`src/rtl/iterative_alu.sv`:
```
// Multi-cycle ALU with a valid/ready request side and a valid/ready result side.
// Single-cycle ops (ADD, SUB, XOR, OR, AND, SLT, BEQ, illegal) complete at the
// accept edge. Shifts walk one bit per cycle. MUL is a 32-step shift-add, built
// only when the ALU_MUL_EN macro is defined; otherwise opcode 1010 is illegal.
//
// Ports:
//   clk        rising-edge clock
//   reset_n    synchronous active-low reset
//   in_valid   request valid (Operation/SrcA/SrcB stable)
//   in_ready   block can accept a request (IDLE only)
//   Operation  4-bit opcode
//   SrcA, SrcB WIDTH-bit operands
//   out_valid  result valid, held until out_ready
//   out_ready  consumer accepts the result
//   ALUResult  registered result
//   Zero       registered flag, ALUResult == 0
//
// Configuration macro: ALU_MUL_EN (enables the MUL state and datapath).
module iterative_alu #(
  parameter int unsigned WIDTH = 32
) (
  input  logic             clk,
  input  logic             reset_n,
  input  logic             in_valid,
  output logic             in_ready,
  input  logic [3:0]       Operation,
  input  logic [WIDTH-1:0] SrcA,
  input  logic [WIDTH-1:0] SrcB,
  output logic             out_valid,
  input  logic             out_ready,
  output logic [WIDTH-1:0] ALUResult,
  output logic             Zero
);

  localparam int unsigned SHAMT_W = 5;
  localparam int unsigned CNT_W   = 6;

  localparam logic [3:0] OP_ADD = 4'b0000;
  localparam logic [3:0] OP_SUB = 4'b0001;
  localparam logic [3:0] OP_XOR = 4'b0010;
  localparam logic [3:0] OP_OR  = 4'b0011;
  localparam logic [3:0] OP_AND = 4'b0100;
  localparam logic [3:0] OP_SLL = 4'b0101;
  localparam logic [3:0] OP_SRL = 4'b0110;
  localparam logic [3:0] OP_SRA = 4'b0111;
  localparam logic [3:0] OP_BEQ = 4'b1000;
  localparam logic [3:0] OP_SLT = 4'b1001;
`ifdef ALU_MUL_EN
  localparam logic [3:0] OP_MUL = 4'b1010;
`endif

  localparam logic [1:0] S_IDLE  = 2'd0;
  localparam logic [1:0] S_SHIFT = 2'd1;
`ifdef ALU_MUL_EN
  localparam logic [1:0] S_MUL   = 2'd2;
`endif
  localparam logic [1:0] S_DONE  = 2'd3;

  logic [1:0]       state_q,     state_d;
  logic [3:0]       op_q,        op_d;
  logic [WIDTH-1:0] work_q,      work_d;
  logic [CNT_W-1:0] cnt_q,       cnt_d;
  logic [WIDTH-1:0] result_q,    result_d;
  logic             zero_q,      zero_d;
  logic             in_ready_q,  in_ready_d;
  logic             out_valid_q, out_valid_d;
`ifdef ALU_MUL_EN
  logic [WIDTH-1:0] mcand_q,     mcand_d;
  logic [WIDTH-1:0] mplier_q,    mplier_d;
  logic [WIDTH-1:0] mul_sum;
`endif

  logic [SHAMT_W-1:0] shamt;
  logic               is_shift;
  logic [WIDTH-1:0]   fast_res;
  logic [WIDTH-1:0]   shift_step;

  assign shamt    = SrcB[SHAMT_W-1:0];
  assign is_shift = (Operation == OP_SLL) || (Operation == OP_SRL) ||
                    (Operation == OP_SRA);

  // Result of every op that finishes at the accept edge (shifts only for shamt 0).
  always_comb begin
    fast_res = '0;
    case (Operation)
      OP_ADD:  fast_res = SrcA + SrcB;
      OP_SUB:  fast_res = SrcA - SrcB;
      OP_XOR:  fast_res = SrcA ^ SrcB;
      OP_OR:   fast_res = SrcA | SrcB;
      OP_AND:  fast_res = SrcA & SrcB;
      OP_SLL:  fast_res = SrcA;
      OP_SRL:  fast_res = SrcA;
      OP_SRA:  fast_res = SrcA;
      OP_BEQ:  fast_res = SrcA - SrcB;
      OP_SLT:  fast_res = {{(WIDTH-1){1'b0}}, ($signed(SrcA) < $signed(SrcB))};
      default: fast_res = '0;
    endcase
  end

  // One bit position of the captured shift.
  always_comb begin
    shift_step = work_q;
    case (op_q)
      OP_SLL:  shift_step = {work_q[WIDTH-2:0], 1'b0};
      OP_SRL:  shift_step = {1'b0, work_q[WIDTH-1:1]};
      OP_SRA:  shift_step = {work_q[WIDTH-1], work_q[WIDTH-1:1]};
      default: shift_step = work_q;
    endcase
  end

`ifdef ALU_MUL_EN
  // Accumulate the shifted multiplicand when the current multiplier bit is set.
  assign mul_sum = mplier_q[0] ? (work_q + mcand_q) : work_q;
`endif

  // Next-state and datapath control.
  always_comb begin
    state_d  = state_q;
    op_d     = op_q;
    work_d   = work_q;
    cnt_d    = cnt_q;
    result_d = result_q;
    zero_d   = zero_q;
`ifdef ALU_MUL_EN
    mcand_d  = mcand_q;
    mplier_d = mplier_q;
`endif

    case (state_q)
      S_IDLE: begin
        if (in_valid) begin
          op_d   = Operation;
          work_d = SrcA;
          if (is_shift && (shamt != '0)) begin
            state_d = S_SHIFT;
            cnt_d   = CNT_W'(shamt);
          end
`ifdef ALU_MUL_EN
          else if (Operation == OP_MUL) begin
            state_d  = S_MUL;
            work_d   = '0;
            mcand_d  = SrcA;
            mplier_d = SrcB;
            cnt_d    = CNT_W'(WIDTH);
          end
`endif
          else begin
            state_d  = S_DONE;
            result_d = fast_res;
            zero_d   = (fast_res == '0);
          end
        end
      end

      S_SHIFT: begin
        work_d = shift_step;
        cnt_d  = cnt_q - CNT_W'(1);
        if (cnt_q == CNT_W'(1)) begin
          state_d  = S_DONE;
          result_d = shift_step;
          zero_d   = (shift_step == '0);
        end
      end

`ifdef ALU_MUL_EN
      S_MUL: begin
        work_d   = mul_sum;
        mcand_d  = {mcand_q[WIDTH-2:0], 1'b0};
        mplier_d = {1'b0, mplier_q[WIDTH-1:1]};
        cnt_d    = cnt_q - CNT_W'(1);
        if (cnt_q == CNT_W'(1)) begin
          state_d  = S_DONE;
          result_d = mul_sum;
          zero_d   = (mul_sum == '0);
        end
      end
`endif

      S_DONE: begin
        if (out_ready) begin
          state_d = S_IDLE;
        end
      end

      default: state_d = S_IDLE;
    endcase

    in_ready_d  = (state_d == S_IDLE);
    out_valid_d = (state_d == S_DONE);
  end

  // State and datapath registers.
  always_ff @(posedge clk) begin
    if (!reset_n) begin
      state_q     <= S_IDLE;
      op_q        <= '0;
      work_q      <= '0;
      cnt_q       <= '0;
      result_q    <= '0;
      zero_q      <= 1'b1;
      in_ready_q  <= 1'b1;
      out_valid_q <= 1'b0;
`ifdef ALU_MUL_EN
      mcand_q     <= '0;
      mplier_q    <= '0;
`endif
    end else begin
      state_q     <= state_d;
      op_q        <= op_d;
      work_q      <= work_d;
      cnt_q       <= cnt_d;
      result_q    <= result_d;
      zero_q      <= zero_d;
      in_ready_q  <= in_ready_d;
      out_valid_q <= out_valid_d;
`ifdef ALU_MUL_EN
      mcand_q     <= mcand_d;
      mplier_q    <= mplier_d;
`endif
    end
  end

  assign in_ready  = in_ready_q;
  assign out_valid = out_valid_q;
  assign ALUResult = result_q;
  assign Zero      = zero_q;

endmodule

```
`config.mk`:
```
export PLATFORM = sky130hd
export DESIGN_NAME = iterative_alu
export DESIGN_NICKNAME = d
export VERILOG_FILES = /design/src/rtl/iterative_alu.sv
export SDC_FILE = /design/constraint.sdc
export NUM_CORES = 1
export LEC_CHECK = 0
export BUFFER_PORTS_ARGS = -buffer_cell sky130_fd_sc_hd__buf_2
export CORE_ASPECT_RATIO = 1.2
export CORE_MARGIN = 2
export CORE_UTILIZATION = 50
export CTS_BUF_LIST = sky130_fd_sc_hd__clkbuf_2
export DETAILED_ROUTE_END_ITERATION = 12
export GPL_ROUTABILITY_DRIVEN = 0
export GPL_TIMING_DRIVEN = 0
export PLACE_DENSITY = 0.7
export SLEW_MARGIN = 40
export SYNTH_ARGS = -nofsm -noshare
export SYNTH_HDL_FRONTEND = slang
export SYNTH_SLANG_ARGS = --single-unit
export TNS_END_PERCENT = 50
```
`constraint.sdc`:
```
create_clock -name clk -period 7.7 [get_ports clk]
set_input_delay 0.77 -clock clk [delete_from_list [all_inputs] [get_ports clk]]
set_output_delay 0.77 -clock clk [all_outputs]
set_load 0.05 [all_outputs]
```
* Word level (Yosys, flattened, before mapping)
Index checks and enable logic that the tools add are counted.
Word-level totals: register bits after elaboration 79, word-level logic and storage cells 71
Cells by class: add/subtract/negate cells 3, order comparisons 1, eq/ne operators 20, multiplexer cells 20, bitwise gates (word level) 3, reduce and logical (&&, ||, !) cells 16
Operator list (number):
- one-hot mux 32 bit (7 select lines) | 1
- 2-to-1 mux 32 bit | 4
- one-hot mux 32 bit (2 select lines) | 2
- one-hot mux 32 bit (3 select lines) | 1
- logical NOT 32 bit | 2
- adder 32 bit | 1
- AND 32 bit | 1
- < comparator 32 bit | 1
- OR 32 bit | 1
- subtractor 32 bit | 1
- XOR 32 bit | 1
- equality test 4 x 3 -> 1 bit, second input constant | 7
- 2-to-1 mux 6 bit | 2
- one-hot mux 6 bit (2 select lines) | 1
- equality test 4 x 2 -> 1 bit, second input constant | 2
- equality test 4 bit, second input constant | 2
- 2-to-1 mux 2 bit | 4
- != test 2 bit, second input constant | 4
- equality test 6 x 1 -> 1 bit, second input constant | 1
- one-hot mux 2 bit (3 select lines) | 1
- subtractor 6 x 1 -> 6 bit, second input constant | 1
- nonzero test 5 bit | 1
- equality test 2 bit, second input constant | 2
- equality test 4 x 1 -> 1 bit, second input constant | 1
- 13 further kinds | 18

* Longest topological paths before layout
depth after elaboration 8, mapped depth 15

* Worst setup path after synthesis
No wires, ideal clock.
kind input port to flip-flop, start input SrcA[0], end register zero_q (netlist: Zero), arrival 3.882 ns, required time 7.616 ns, setup slack 3.734 ns, stages on the path 13, buffers on the path 0, cell sequence ha_1 > fa_1 > a211oi_2 > o211ai_2 > nand2_1 > a21oi_1 > or3_1 > a22o_1 > or4_1 > nor3_1 > nand4_1 > or4b_1 > o31ai_2
On the way: longest elaborated chain between the ends 6, elaborated cells between the ends (all ways) 11
Ends and longest elaborated chain:
- start, declared | line 27 | input logic [WIDTH-1:0] SrcA,
- subtractor 32 bit, or another cell as far along | line 87, 94
- one-hot mux 32 bit (7 select lines) (*) | line 85 | case (Operation)
- logical NOT 32 bit (*) | line 150 | zero_d = (fast_res == '0);
- 2-to-1 mux 1 bit (*) | line 134 | if (is_shift && (shamt != '0)) begin
- 2-to-1 mux 1 bit (*) | line 131 | if (in_valid) begin
- one-hot mux 1 bit (2 select lines) (*) | line 129 | case (state_q)
- end signal, assigned | line 213 | zero_q <= zero_d;
- end, declared | line 64 | logic zero_q, zero_d;
Mark *: on every way between the ends. The rest lies on a longest branch, timed or not. The select of a mux whose other input is x is not followed. A chain may end at the register's enable or synchronous reset.

* Final worst setup path
start input Operation[3], end register zero_q (netlist: Zero)
On the way: longest elaborated chain between the ends 7, elaborated cells between the ends (all ways) 22
Ends and longest elaborated chain:
- start, declared | line 26 | input logic [3:0] Operation,
- equality test 4 x 3 -> 1 bit, or another cell as far along | line 79, 85
- OR reduction 3 bit (no line) / OR reduction 2 bit (equally long branches)
- one-hot mux 32 bit (7 select lines) | line 85
- logical NOT 32 bit | line 150
- 2-to-1 mux 1 bit | line 134
- 2-to-1 mux 1 bit | line 131
- one-hot mux 1 bit (2 select lines) | line 129
Parallel ways exist; a longest one is shown, timed or not. The select of a mux whose other input is x is not followed.

==> impl_metrics.json <==
{
  "power_density_nw_per_um2": 142,
  "period_share_pct": 58.7,
  "max-vdd-ir-drop_v": 0.000151,
  "min_path_type": "input pin to flop",
  "syn-cell-area_um2": 9850,
  "nNetsFinal": 1673,
  "met3_usage_pct": 5.44,
  "cp_slowest_cell": "buf_1",
  "cts_buffer_depth": 2,
  "drc_errors": 6,
  "firstDrtPassIters": 13,
  "drive_gt1_share_pct": 11.4,
  "final-hold-violation-count": 0,
  "critical_path_arrival_ns": 5.05,
  "path_common_cell": "buf_1",
  "netlist_instances": 1383,
  "cp-end-kind": "flop",
  "dp_hpwl_mm": 30.4,
  "gr-usage-met1_pct": 44.8,
  "cts_buffers": 9,
  "final_core_util_pct": 55.9,
  "grt_max_degree": 15,
  "slew_headroom_pct": 38.5,
  "crit_path_max_incr_delay_ns": 0.66,
  "cts_tree": "done",
  "instances_no_fill": 1765,
  "placed_cells": 1748,
  "pre_cts_ws_ns": 2.74,
  "fmax_ghz": 0.221,
  "synth_fp_nets": 1558,
  "violations": "design-rule violations",
  "grt_overflow_total": 0,
  "ys.warnings.count": 0,
  "place_area_um2": 10700,
  "finalSetupTns_ns": 0,
  "skew_ns": 0.0518,
  "synth_edf_count": 0,
  "cts_hold_buf": 0,
  "async_flop_share_pct": 0,
  "rows": 56,
  "vias": 11780,
  "area_growth_pct": 10.2,
  "vias_per_cell": 6.67,
  "clkTransAtPathRegs_ns": 0.25,
  "leakagePower_nw": 4.61,
  "core_um2": 19400,
  "dieWidth_um": 132,
  "layout.cells.most_common_list": "143 x nand2_1, 140 x a21oi_1, 116 x buf_2",
  "grt_pass1_wl_mm": 59.1,
  "grt_util_met2_pct": 59.2,
  "wl_per_cell_um": 22.0,
  "die_area_um2": 20800,
  "tightest_slew_ns": 0.914,
  "die_h_um": 158,
  "cp_max_fo": 10,
  "crit_chain": "buf_2 -> nand2b_1 -> buf_1 -> buf_1 -> buf_1 -> o221ai_1 -> nor3_1 -> nand4_1 -> nor3_1 -> nand4_1 -> or4b_1 -> o31ai_2",
  "timing.final.ws_setup_ns": 3.18,
  "ys_seq_area_share_pct": 16.1,
  "ys_types": 86,
  "io_pins": 107,
  "setup_violations": 0,
  "cts_resized": 0,
  "portBuffers": 104,
  "start_util_pct": 50.7,
  "cap_violations": 0,
  "cp-start-kind": "input pin",
  "htree_levels": 3,
  "path_class": "input pin to flop",
  "synth-main-ff-cell": "dfxtp_1",
  "cts_sinks": 79,
  "antenna_found_initial": 1,
  "root_buffer": "clkbuf_2",
  "drtAntennaViolNets": 0,
  "critical_path_required_ns": 8.23,
  "postLayoutCellArea_um2": 10900,
  "power_mw": 1.55,
  "finalCriticalPeriod_ns": 4.52,
  "hold_ws_ns": 0.459,
  "post-cts-setup-buffer-count": 0,
  "top_usage_layer": "met2",
  "routed_wl_mm": 38.8,
  "grt_pass1_vias": 10871,
  "status": "complete, but fails checks",
  "final_common_cell": "nand2_1",
  "drt_iter0_drc": 1827,
  "nFillCells": 1962,
  "clkLatencyLatePin_ns": 0.59,
  "finalMaxSlewViolations": 0,
  "synth-seq-cells": 79,
  "syn_avg_cell_area_um2": 7.12,
  "grt_use_total_pct": 35.9,
  "grt_setup_unrepaired": "false"
}
where the power goes:
part,internal (mW),leakage [nW],switching (mW),total [mW]
sequential,0.448,0.647,0.0304,0.478
clock,0.107,0.0722,0.159,0.266
combinational,0.260,3.89,0.541,0.801
total,0.815,4.61,0.731,1.55
flip-flops by register name, indices dropped and copies added (netlist names):
signal / cells
ALUResult: 32
work_q: 32
cnt_q: 6
op_q: 4
state_q: 2
Zero: 1
in_ready: 1
out_valid: 1
synthesized netlist by cell type, types with 5 or more instances:
cell       instances  area (um2)
a211o_1            6        52.6
a211oi_1          12        90.1
a21boi_0          21         158
a21o_1            11        82.6
a21oi_1          140         701
a221oi_1          17         149
a222oi_1          19         190
a22oi_1           36         270
a31oi_1            9        56.3
and2_1            16         100
and3_1             5        31.3
buf_1              9        33.8
buf_2             12        60.1
clkbuf_1          70         263
dfxtp_1           79        1580
ha_1             101        1260
inv_1            102         383
mux2i_1           37         370
nand2_1          143         537
nand2b_1          17         106
nand3_1           31         155
nand3b_1           5        37.5
nand4_1           16         100
nor2_1            95         357
nor2b_1           35         219
nor3_1            33         165
nor4_1            13        81.3
o2111ai_1          7        61.3
o211ai_1          16         120
o21a_1            10        75.1
o21ai_0           72         360
o21bai_1          17         128
o221ai_1           8        70.1
o22a_1             9        78.8
o22ai_1           17         106
o31a_1             5        43.8
o31ai_1           11        82.6
or2_2              6        37.5
or3_1              8        50.1
or4_1              6        45.0
routing by layer:
| layer | wire (um) | up-vias |
|---|---|---|
| li1 | - | 5331 |
| met1 | 14700 | 5404 |
| met2 | 17100 | 841 |
| met3 | 4660 | 204 |
| met4 | 2390 | 0 |
| met5 | 0 | - |
kinds of logic after synthesis:
family / after synthesis / share of synthesized area, %
compound gates: 506 / 35.5
simple gates: 450 / 22.5
buf+inv: 200 / 8.16
fa+ha+maj: 103 / 13.2
flops: 79 / 16.1
mux: 40 / 4.10
xor+xnor: 5 / 0.445
area by class of cell:
class / count / area, um2 / share of cell area (%)
Antenna cell: 1 / 2.50 / 0.0231
Buffer: 98 / 420 / 3.87
Clock buffer: 9 / 45.0 / 0.415
Clock inverter: 7 / 95.1 / 0.876
Inverter: 102 / 383 / 3.53
Multi-Input combinational cell: 1104 / 7480 / 68.9
Sequential cell: 79 / 1580 / 14.6
Tap cell: 261 / 327 / 3.01
Timing Repair Buffer: 104 / 520 / 4.80
worst max-delay path, delay by kind of cell:
family	cells	cell delay (ns)
buffers and inverters	4	2.03
and+or+nand+nor	6	1.73
AOI/OAI and AO/OA	2	0.51
worst paths after layout:
check	slack [ns]	cells past startpoint	start	end
max	3.18	12	Operation[3]	Zero$_SDFFE_PN1P_
min	0.46	3	SrcB[2]	cnt_q[2]$_SDFFE_PN0P_
max reg2reg	4.12	12	state_q[1]$_SDFF_PN0_	Zero$_SDFFE_PN1P_
min reg2reg	0.48	2	ALUResult[21]$_SDFFE_PN0P_	ALUResult[21]$_SDFFE_PN0P_
(Power assumes the default switching activity.)
